[config.mk]
export PLATFORM = sky130hd
export DESIGN_NAME = term_tile_cfg_pipe
export DESIGN_NICKNAME = d
export VERILOG_FILES = /design/src/rtl/fab_term_pkg.sv /design/src/rtl/term_cfg_frame_reg.sv /design/src/rtl/term_tile_cfg_pipe.sv
export SDC_FILE = /design/constraint.sdc
export NUM_CORES = 1
export LEC_CHECK = 0
export ABC_CLOCK_PERIOD_IN_PS = 1010
export CAP_MARGIN = 20
export CORE_ASPECT_RATIO = 1.25
export CORE_MARGIN = 3
export CORE_UTILIZATION = 42
export DETAILED_ROUTE_END_ITERATION = 16
export PLACE_DENSITY_LB_ADDON = 0.25
export SYNTH_ARGS = -nofsm -noshare
export SYNTH_HDL_FRONTEND = slang
export SYNTH_SLANG_ARGS = --single-unit
[constraint.sdc]
create_clock -name CLK -period 1.01 [get_ports CLK]
set_input_delay 0.202 -clock CLK [delete_from_list [all_inputs] [get_ports CLK]]
set_output_delay 0.202 -clock CLK [all_outputs]
set_load 0.005 [all_outputs]
[src/rtl/fab_term_pkg.sv]
// Shared constants and helpers for fabric-edge terminating tiles.
// Mode encodings and flat config-bit addressing.
package fab_term_pkg;

  localparam logic [1:0] TERM_TIE0     = 2'd0;
  localparam logic [1:0] TERM_LOOP     = 2'd1;
  localparam logic [1:0] TERM_LOOP_REG = 2'd2;
  localparam logic [1:0] TERM_TIE1     = 2'd3;

  typedef struct packed {
    logic [15:0] frame;
    logic [15:0] bitpos;
  } cfg_idx_t;

  // Map a flat config bit number onto {frame, bit within frame}.
  function automatic cfg_idx_t cfg_bit_idx(input int k, input int row_bits);
    cfg_idx_t r;
    r.frame  = 16'(k / row_bits);
    r.bitpos = 16'(k % row_bits);
    return r;
  endfunction

endpackage

[src/rtl/term_cfg_frame_reg.sv]
// Frame capture bank for a terminating tile.
// Writes every strobed frame; flags overlapping strobes.
module term_cfg_frame_reg
  import fab_term_pkg::*;
#(
  parameter int FrameBitsPerRow = 32,
  parameter int NoConfigFrames  = 2
) (
  input  logic                                           clk,
  input  logic                                           rst,
  input  logic [FrameBitsPerRow-1:0]                     frame_data,
  input  logic [NoConfigFrames-1:0]                      frame_strobe,
  output logic [NoConfigFrames-1:0][FrameBitsPerRow-1:0] cfg,
  output logic                                           cfg_err
);

  localparam logic [NoConfigFrames-1:0] ONE = NoConfigFrames'(1);

  logic multi;

  // More than one bit set iff clearing the lowest set bit leaves something.
  always_comb begin
    multi = |(frame_strobe & (frame_strobe - ONE));
  end

  // Capture bank: each strobed frame loads the row data.
  always_ff @(posedge clk) begin
    if (rst) begin
      cfg <= '0;
    end else begin
      for (int f = 0; f < NoConfigFrames; f++) begin
        if (frame_strobe[f]) cfg[f] <= frame_data;
      end
    end
  end

  // Sticky overlap flag, cleared only by reset.
  always_ff @(posedge clk) begin
    if (rst) cfg_err <= 1'b0;
    else if (multi) cfg_err <= 1'b1;
  end

endmodule

[src/rtl/term_tile_cfg_pipe.sv]
// Fabric-edge terminating tile with retimed frame forwarding.
// Per-wire tie-off / loopback selected from captured config.
module term_tile_cfg_pipe
  import fab_term_pkg::*;
#(
  parameter int FrameBitsPerRow = 32,
  parameter int MaxFramesPerCol = 20,
  parameter int NoConfigFrames  = 2,
  parameter int NUM_WIRES       = 16,
  parameter int PIPE_STAGES     = 1
) (
  input  logic                       CLK,
  input  logic                       RESET,
  input  logic [NUM_WIRES-1:0]       N_END,
  output logic [NUM_WIRES-1:0]       S_BEG,
  input  logic [FrameBitsPerRow-1:0] FrameData,
  output logic [FrameBitsPerRow-1:0] FrameData_O,
  input  logic [MaxFramesPerCol-1:0] FrameStrobe,
  output logic [MaxFramesPerCol-1:0] FrameStrobe_O,
  output logic                       cfg_err
);

  logic [NoConfigFrames-1:0][FrameBitsPerRow-1:0] cfg;
  logic [NUM_WIRES-1:0]                           loop_q;

  term_cfg_frame_reg #(
    .FrameBitsPerRow (FrameBitsPerRow),
    .NoConfigFrames  (NoConfigFrames)
  ) u_cfg (
    .clk          (CLK),
    .rst          (RESET),
    .frame_data   (FrameData),
    .frame_strobe (FrameStrobe[NoConfigFrames-1:0]),
    .cfg          (cfg),
    .cfg_err      (cfg_err)
  );

  generate
    if (PIPE_STAGES == 0) begin : g_wire
      assign FrameData_O   = FrameData;
      assign FrameStrobe_O = FrameStrobe;
    end else begin : g_pipe
      logic [FrameBitsPerRow-1:0] data_q [PIPE_STAGES];
      logic [MaxFramesPerCol-1:0] strb_q [PIPE_STAGES];

      // Shift register retiming the frame buses down the column.
      always_ff @(posedge CLK) begin
        if (RESET) begin
          for (int i = 0; i < PIPE_STAGES; i++) begin
            data_q[i] <= '0;
            strb_q[i] <= '0;
          end
        end else begin
          data_q[0] <= FrameData;
          strb_q[0] <= FrameStrobe;
          for (int i = 1; i < PIPE_STAGES; i++) begin
            data_q[i] <= data_q[i-1];
            strb_q[i] <= strb_q[i-1];
          end
        end
      end

      assign FrameData_O   = data_q[PIPE_STAGES-1];
      assign FrameStrobe_O = strb_q[PIPE_STAGES-1];
    end
  endgenerate

  // Free-running loopback register so mode switches see no bubble.
  always_ff @(posedge CLK) begin
    if (RESET) loop_q <= '0;
    else loop_q <= N_END;
  end

  for (genvar w = 0; w < NUM_WIRES; w++) begin : g_wire_mux
    localparam cfg_idx_t LO = cfg_bit_idx(2 * w, FrameBitsPerRow);
    localparam cfg_idx_t HI = cfg_bit_idx(2 * w + 1, FrameBitsPerRow);
    localparam int LO_F = int'(LO.frame);
    localparam int LO_B = int'(LO.bitpos);
    localparam int HI_F = int'(HI.frame);
    localparam int HI_B = int'(HI.bitpos);

    logic [1:0] mode;
    logic       sel;

    assign mode = {cfg[HI_F][HI_B], cfg[LO_F][LO_B]};

    // Per-wire termination mode select.
    always_comb begin
      sel = 1'b0;
      unique case (mode)
        TERM_TIE0:     sel = 1'b0;
        TERM_LOOP:     sel = N_END[w];
        TERM_LOOP_REG: sel = loop_q[w];
        TERM_TIE1:     sel = 1'b1;
        default:       sel = 1'b0;
      endcase
    end

    assign S_BEG[w] = sel;
  end

endmodule
==> metrics.txt <==
FF+latch count, synth=between 100 and 150; maxcap violations=0; # setup viols final=16; Final min period=approximately 1.2 ns; vias in the first global route=about 2,600; router iterations before antenna repair=4; Root Buffer=clkbuf_8; Reg-to-Reg Start=u_cfg.cfg[13]$_SDFFE_PP0P_; status=finished with violations; Filler cells=671; wire per inst=between 10 and 15 µm; post-route cell area=about 4800 µm²; CP required=about 0.81 ns; Netlist cell types=10; Core Region=7530 µm²; RSZ-0062 raised after global routing=yes; DIE HEIGHT=~110 µm; crit start category=register; Net Count, Synth=384; Worst R2R Setup Slack=approximately 0.25 ns; total grt overflow=0; hold_buf cts=0; Worst Hold Class=primary input to register; RD Place Congestion=between 0.7 and 0.8; Critical Path Sink Type=primary output; CTS sink count=a little over 100; Max stage delay on crit path=0.37 ns; CP arrival=1.03 ns; Ant. Diodes=0; Final Cycle Share=122%; Slowest-stage cell, CP=dfxtp_2; CTS tree=yes; kind of critical path=register to primary output; Lkg Pwr=about 2.1 nW; Syn-to-layout area delta=42.7%; Final WS setup=-0.223 ns; largest net degree at the start of global routing=33; commonest non-fill, non-tap cells in the layout=nor2b_1 (68), clkdlybuf4s50_1 (67), dfxtp_1 (64), nor2_1 (62), buf_2 (58); Post-Syn Instances=314; vias per inst=roughly 4.6; Global Route Usage Sum=about 16%; Inserted Clock Buffers=9; Syn Std Cell Area=roughly 3300 µm²; ratio of cells with drive above 1 in the final layout=about a third; Power per Cell Area=1600 nW/µm²; CP Cell Sequence=a21oi_2 > nor2_1 > buf_2; worst r2r path cells=3; I/O pin total=around 140; DP HPWL=5190 µm; final WL=between 7000 and 8000 µm; Clock transition at path regs=about 0.1 ns; NumNets Final=514; routed vias=between 2,000 and 2,500; Slew Limit Headroom=86.2%; synth top area cells=dfxtp_1 (61%), nor2b_1 (13%), mux2i_1 (9.6%), nor2_1 (7.3%), buf_4 (3.6%); Buffers on Ports=138; Die Wd=85.8 µm; WHS Path Cells=2; Post-DRT Antenna Nets=0; insertion delay to the later sink of the worst-skew pair=roughly 0.34 ns; Yosys Warn Count=0; commonest non-fill, non-tap cell in the layout=nor2b_1; failing checks=setup timing; Final Hold Vio Count=0; Seq/Total Area, Yosys=between 60 and 70%; Final Skew=0 ns; hold endpoint=loop_q[4]$_SDFF_PP0_; Initial Util=between 40 and 50%; first-pass GRT wire length=about 12,000 µm; FMAX=811 MHz; post-synthesis average cell area=10.6 µm²; Setup WS pre-CTS=-0.573 ns; Least-Margin Pin Slew=0.207 ns; antenna violations before repair=0; H-tree levels=3; maximum vdd drop=0.000940 V; FP Rows=35; CTS Buffer Depth=2; placed standard-cell area=4720 µm²; pins over their slew limit=0; top cell type by total area after synthesis=dfxtp_1; Synth top area share=roughly three fifths; residual DRC count=0; worst r2r dst=u_cfg.cfg[13]$_SDFFE_PP0P_; hold wc startpoint=RESET; Die ar.=~9100 µm²; drt first-iter violations=83; critical path fanouts, max=3
[synth_stat cells]
library cell / number
nor2_1: 65
nor2b_1: 68
mux2i_1: 32
buf_6: 1
buf_4: 16
clkbuf_1: 1
dfxtp_1: 101
buf_2: 10
a21oi_1: 17
buf_12: 3
[how the worst max path moves through the flow]
stage | start | endpoint | cells past startpoint
3_5_place_dp | N_END[6] | S_BEG[6] | 4
2_1_floorplan | FrameStrobe[0] | u_cfg.cfg[10]$_SDFFE_PP0P_ | 4
6_report | u_cfg.cfg[13]$_SDFFE_PP0P_ | S_BEG[6] | 3
4_1_cts | u_cfg.cfg[13]$_SDFFE_PP0P_ | S_BEG[6] | 3
5_1_grt | u_cfg.cfg[13]$_SDFFE_PP0P_ | S_BEG[6] | 3
3_3_place_gp | N_END[6] | S_BEG[6] | 4
[layout make-up]
cell class,instances,area [µm²],share of cell area (%)
clock inverter,4,32.5,0.682
sequential,101,2070,43.4
clock buffer,12,155,3.25
timing repair buffer,150,1260,26.3
multi-input combinational,182,1140,24.0
tap,92,115,2.41
[critical path: cells and delay by family, from the launching register on]
| family | cells | cell delay [ns] |
|---|---|---|
| flip-flops | 1 | 0.37 |
| buffers and inverters | 1 | 0.14 |
| AO/OA/AOI/OAI | 1 | 0.05 |
| AND/OR/NAND/NOR | 1 | 0.13 |
[routing by layer]
| layer | track usage, % | part of all wire [%] | vias to the layer above |
|---|---|---|---|
| li1 | - | - | 1236 |
| met1 | 17.1 | 37 | 1142 |
| met2 | 29.0 | 52 | 82 |
| met3 | 7.51 | 9.9 | 4 |
| met4 | 5.09 | 0.91 | 0 |
| met5 | 0 | 0 | - |
[registers in the layout, summed over array words and instances (netlist names)]
| signal | cells |
|---|---|
| u_cfg.cfg_err | 1 |
| g_pipe.data_q | 32 |
| loop_q | 16 |
| g_pipe.strb_q | 20 |
| u_cfg.cfg | 32 |
[stage by stage]
step | total power [mW] | TNS (ns) | hold slack [ns] | instances | utilization (%)
5_1_grt | 8.02 | -4.23 | 0.157 | 541 | 63.3
6_report | 7.63 | -2.58 | 0.172 | 541 | 63.3
3_3_place_gp | 5.39 | -8.25 | 0.455 | 523 | 62.7
2_1_floorplan | 4.80 | 0 | 0.330 | 314 | -
3_5_place_dp | 5.42 | -8.40 | 0.462 | 523 | 62.7
4_1_cts | 7.69 | -3.06 | 0.154 | 539 | 61.9
[logic make-up (layout without fill, tap and decap cells)]
| family | count (synthesis) | count (layout) | synth area share, % |
|---|---|---|---|
| flip-flops | 101 | 101 | 60.5 |
| multiplexers | 32 | 32 | 9.58 |
| buffers and inverters | 31 | 166 | 7.34 |
| AND/OR/NAND/NOR | 133 | 133 | 20.0 |
| AO/OA/AOI/OAI | 17 | 17 | 2.55 |
[report_power, final]
part	switching, mW	internal, mW	leakage (nW)
combinational	0.343	0.592	1.20
clock	1.32	1.04	0.0888
sequential	0.109	4.22	0.851
total	1.78	5.85	2.14
[what timing repair did]
action | in CTS | in global routing
pin swaps | 16 | 14
buffers inserted | 0 | 2
endpoints found under the setup margin | 69 | 56
gates resized for setup | 318 | 26
No activity file was read; power rests on OpenSTA's default activity.
